File: config.mk
export PLATFORM = sky130hd
export DESIGN_NAME = keypad_entry_ctrl
export DESIGN_NICKNAME = d
export VERILOG_FILES = /design/src/rtl/keypad_entry_ctrl.sv
export SDC_FILE = /design/constraint.sdc
export NUM_CORES = 1
export LEC_CHECK = 0
export CORE_ASPECT_RATIO = 0.5
export CORE_MARGIN = 2
export CORE_UTILIZATION = 29
export DETAILED_ROUTE_END_ITERATION = 7
export PLACE_DENSITY = 0.49
export SYNTH_ARGS = -nofsm -noshare
export SYNTH_HDL_FRONTEND = slang
export SYNTH_SLANG_ARGS = --single-unit
File: constraint.sdc
create_clock -name clk -period 4.74 [get_ports clk]
set_input_delay 0.948 -clock clk [delete_from_list [all_inputs] [get_ports clk]]
set_output_delay 0.948 -clock clk [all_outputs]
set_load 0.03 [all_outputs]
File: src/rtl/keypad_entry_ctrl.sv
// keypad_entry_ctrl: debounces raw keypad-scanner samples and collects
// accepted keys into a 4-digit shift buffer that feeds the display scan mux.
// Keys 0-9 enter digits, A clears, B deletes the newest digit, C-F are ignored.
module keypad_entry_ctrl #(
  parameter int          DEB_CYCLES = 4,     // consecutive samples to accept press/release (2..15)
  parameter logic [3:0]  BLANK      = 4'hF   // code rendered as a blank digit
) (
  input  logic       clk,
  input  logic       rst_n,
  input  logic [3:0] key,
  input  logic       pressed,
  output logic [3:0] digit0,
  output logic [3:0] digit1,
  output logic [3:0] digit2,
  output logic [3:0] digit3,
  output logic [2:0] count,
  output logic       key_valid,
  output logic [3:0] last_key,
  output logic       err
);

  typedef enum logic [1:0] {
    IDLE     = 2'd0,
    DEBOUNCE = 2'd1,
    WAIT_REL = 2'd2
  } state_t;

  // Terminal value of both debounce counters
  localparam logic [3:0] DEB_LAST = 4'(DEB_CYCLES - 1);

  state_t     state_reg, state_next;
  logic [3:0] cand_reg, cand_next;
  logic [3:0] cnt_reg, cnt_next;
  logic [3:0] rcnt_reg, rcnt_next;
  logic [3:0] digit_reg [4];
  logic [3:0] digit_next [4];
  logic [2:0] count_reg, count_next;
  logic       key_valid_reg, key_valid_next;
  logic       err_reg, err_next;
  logic [3:0] last_key_reg, last_key_next;

  // Buffer contents after a digit entry (shift left) or a backspace (shift right).
  // Index 0 is the leftmost, oldest position.
  logic [3:0] shl_val [4];
  logic [3:0] shr_val [4];

  genvar gi;
  generate
    for (gi = 0; gi < 4; gi++) begin : g_shift
      if (gi < 3) begin : g_shl_mid
        assign shl_val[gi] = digit_reg[gi+1];
      end else begin : g_shl_new
        assign shl_val[gi] = cand_reg;
      end
      if (gi == 0) begin : g_shr_blank
        assign shr_val[gi] = BLANK;
      end else begin : g_shr_mid
        assign shr_val[gi] = digit_reg[gi-1];
      end
    end
  endgenerate

  // Next-state and output logic: debounce press, apply accepted key, debounce release
  always_comb begin
    state_next     = state_reg;
    cand_next      = cand_reg;
    cnt_next       = cnt_reg;
    rcnt_next      = rcnt_reg;
    digit_next     = digit_reg;
    count_next     = count_reg;
    key_valid_next = 1'b0;
    err_next       = 1'b0;
    last_key_next  = last_key_reg;

    case (state_reg)
      IDLE: begin
        if (pressed) begin
          cand_next  = key;
          cnt_next   = 4'd1;
          state_next = DEBOUNCE;
        end
      end

      DEBOUNCE: begin
        if (!pressed || key != cand_reg) begin
          // Bounce or key change: drop the candidate without acting
          state_next = IDLE;
        end else if (cnt_reg < DEB_LAST) begin
          cnt_next = cnt_reg + 4'd1;
        end else begin
          // Stable for DEB_CYCLES samples: accept exactly once
          key_valid_next = 1'b1;
          last_key_next  = cand_reg;
          rcnt_next      = 4'd0;
          state_next     = WAIT_REL;
          if (cand_reg <= 4'd9) begin
            if (count_reg < 3'd4) begin
              digit_next = shl_val;
              count_next = count_reg + 3'd1;
            end else begin
              err_next = 1'b1;
            end
          end else if (cand_reg == 4'hA) begin
            for (int i = 0; i < 4; i++) digit_next[i] = BLANK;
            count_next = 3'd0;
          end else if (cand_reg == 4'hB) begin
            if (count_reg != 3'd0) begin
              digit_next = shr_val;
              count_next = count_reg - 3'd1;
            end else begin
              err_next = 1'b1;
            end
          end
        end
      end

      WAIT_REL: begin
        if (pressed) begin
          // Any held or bounced-down sample restarts the release count
          rcnt_next = 4'd0;
        end else if (rcnt_reg == DEB_LAST) begin
          rcnt_next  = 4'd0;
          state_next = IDLE;
        end else begin
          rcnt_next = rcnt_reg + 4'd1;
        end
      end

      default: state_next = IDLE;
    endcase
  end

  // State and output registers with synchronous active-low reset
  always_ff @(posedge clk) begin
    if (!rst_n) begin
      state_reg     <= IDLE;
      cand_reg      <= 4'd0;
      cnt_reg       <= 4'd0;
      rcnt_reg      <= 4'd0;
      for (int i = 0; i < 4; i++) digit_reg[i] <= BLANK;
      count_reg     <= 3'd0;
      key_valid_reg <= 1'b0;
      err_reg       <= 1'b0;
      last_key_reg  <= 4'd0;
    end else begin
      state_reg     <= state_next;
      cand_reg      <= cand_next;
      cnt_reg       <= cnt_next;
      rcnt_reg      <= rcnt_next;
      digit_reg     <= digit_next;
      count_reg     <= count_next;
      key_valid_reg <= key_valid_next;
      err_reg       <= err_next;
      last_key_reg  <= last_key_next;
    end
  end

  assign digit0    = digit_reg[0];
  assign digit1    = digit_reg[1];
  assign digit2    = digit_reg[2];
  assign digit3    = digit_reg[3];
  assign count     = count_reg;
  assign key_valid = key_valid_reg;
  assign last_key  = last_key_reg;
  assign err       = err_reg;

endmodule
==> impl_metrics.tcl <==
set metrics [dict create \
    status "completed" \
    start_util 0.297 \
    die_h_um 59.6 \
    grt_max_degree 39 \
    cts_tree "yes" \
    routedWlPerCell_um 13.0 \
    synthTopCellsByArea "dfxtp_1 44%, nand2_1 5.2%, o211ai_1 5.0%, o22ai_1 4.2%, ha_1 3.5%" \
    gp_congestion 0.719 \
    coreArea_um2 6030 \
    cp.buffers_inverters 1 \
    end_kind "flip-flop" \
    synth_common_cells "39 x dfxtp_1, 25 x nand2_1, 15 x nor2_1" \
    synthAdderAreaFrac 0.0349 \
    hold_viol 0 \
    cpPeakStageDelay_ns 0.72 \
    synth_top_area_cell "dfxtp_1" \
    slowest_stage "or4_4" \
    antenna_found_initial 0 \
    clock_sinks 39 \
    cts_root_buf "clkbuf_16" \
    tns_ns 0 \
    clockBufferDepth 2 \
    rsz0062_at_grt "false" \
    worst_slew_margin_rel 0.392 \
    row_count 20 \
    synth_top_area_frac 0.435 \
    totalWireLength_mm 4.13 \
    nets 240 \
    synthCells 206 \
    synth_compound_area_frac 0.197 \
    async_flop_share 0 \
    syn_area_um2 1790 \
    worstSetupPathType "primary input to flip-flop" \
    synth_cell_types 42 \
    syn_avg_cell_area_um2 8.70 \
    synth_edf_count 0 \
    yosysMostFrequentCell "dfxtp_1" \
    total_leakage_power_uw 0.000906 \
    post_cts_resize_count 0 \
    overflow 0 \
    grt_pass1_vias 1444 \
    tightest_slew_ns 0.910 \
    powerDensity_nw_per_um2 338 \
    cts_hold_buf 0 \
    design.portCount 32 \
    viasPerCell 4.79 \
    die_w_um 115 \
    drtAntennaViolNets 0 \
    synthXorXnorAreaFrac 0.0244 \
    dieArea_um2 6870 \
    synth_top_family_by_area "simple AND/OR/NAND/NOR gates" \
    clk_latency_ns 0.28 \
    place_area_um2 2120 \
    drc 0 \
    yosys.area_share.simple 0.212 \
    rrSetupSlack_ns 2.46 \
    synth_seq_cells 39 \
    num_antenna_cells 0 \
    drive_above_1_share 0.0480 \
    ys_seq_area_frac 0.435 \
    clock_skew_ns 0.00401 \
    cp_cell_sequence "clkdlybuf4s50_1 > and3b_1 > nand4_1 > or4_4 > o311a_1" \
    fmax_mhz 347 \
    cts_buffers 5 \
    clkTransAtPathRegs_ns 0.06 \
    synth_nets 218 \
    setup_viol 0 \
    synth_warnings 0 \
    slew_violations 0 \
    ctsHtreeMaxLevel 2 \
    post_cts.repair.setup_buffers 0 \
    synth_mux_area_frac 0.0342 \
    drt_first_pass_iters 4 \
    path_max_fanout 38 \
    drt-initial-drc-count 132 \
    arrival_ns 3.05 \
    finalCritPeriodShare 0.608 \
    io_buffers 31 \
    grt_first_pass_wirelength_mm 7.02 \
    vdd_drop_max_v 0.000126 \
    cp.required_ns 4.91 \
    hold_path_class "flip-flop to flip-flop" \
    design_area_um2 2290 \
    grt_use_total 0.132 \
    synth_ff_type "dfxtp_1" \
    area_growth_pct 27.8 \
    crit_path_start_kind "primary input" \
    crit_family "simple AND/OR/NAND/NOR gates" \
    drv_cap 0 \
    dr_total_vias 1519 \
    post-dp-hpwl_mm 2.72 \
    min_period_ns 2.88 \
]
-- layout by cell type (no fill, tap or decap), types with 2 or more instances in the layout --
master | netlist | layout
o22ai_1 | 12 | 12
nor3_1 | 9 | 9
o21ai_1 | 3 | 3
and3_1 | 2 | 2
nand2b_1 | 3 | 3
and3b_1 | 2 | 2
nor3b_1 | 2 | 2
clkdlybuf4s50_1 | 0 | 31
dfxtp_1 | 39 | 39
o211ai_1 | 12 | 12
o21ai_0 | 9 | 9
nor2_1 | 15 | 15
xnor2_1 | 3 | 3
inv_1 | 4 | 4
mux2i_1 | 5 | 5
a21oi_1 | 7 | 7
ha_1 | 5 | 5
nand3_1 | 4 | 4
a31oi_1 | 4 | 4
clkbuf_16 | 0 | 5
nor2b_1 | 6 | 6
nand2_1 | 25 | 25
xor2_1 | 2 | 2
-- layer usage --
metal,up-vias,GRT usage,part of all wire
met4,0,0.0482,0.011
met1,708,0.177,0.53
met3,7,0.0389,0.039
met5,-,0,0
met2,24,0.203,0.42
li1,780,-,-
-- worst paths after layout --
kind                                  from          to  depth (start not counted)
worst max-delay path               pressed    count[2]                          5
worst min-delay path            cnt_reg[0]  cnt_reg[0]                          1
worst max register to register    count[0]    count[2]                          6
worst min register to register  cnt_reg[0]  cnt_reg[0]                          1
-- final cells by class --
cell class,count,area (um2)
repair buffers,31,310
clock inverters,2,35.0
well taps,88,110
flip-flops and latches,39,781
inverters,4,15.0
clock buffers,6,139
multi-input cells,147,902
fillers,620,3740
-- report_power, final --
group	switching [uW]	total, uW	internal, uW	leakage [uW]
sequential	9.91	343	333	0.000316
clock	132	393	262	0.0000868
combinational	22.6	39.8	17.2	0.000503
total	164	776	612	0.000906
-- kinds of logic (layout without fill, tap and decap cells) --
kind of cell / after synthesis / count (layout)
XOR/XNOR: 5 / 5
AND/OR/NAND/NOR: 76 / 76
adder cells (fa/ha/maj): 5 / 5
flip-flops: 39 / 39
multiplexers: 6 / 6
buffers and inverters: 20 / 43
AO/OA/AOI/OAI: 55 / 55
-- per-stage QoR --
step           hold WS (ns)  utilization  power, uW  instances  setup slack [ns]
2_1_floorplan         0.450            -        377        206              2.44
3_3_place_gp          0.469        0.351        389        309              1.62
3_5_place_dp          0.470        0.351        390        309              1.58
4_1_cts               0.485        0.380        784        317              1.87
5_1_grt               0.502        0.380        806        317              1.68
6_report              0.483        0.380        776        317              1.86
No activity file was read; power rests on OpenSTA's default activity.
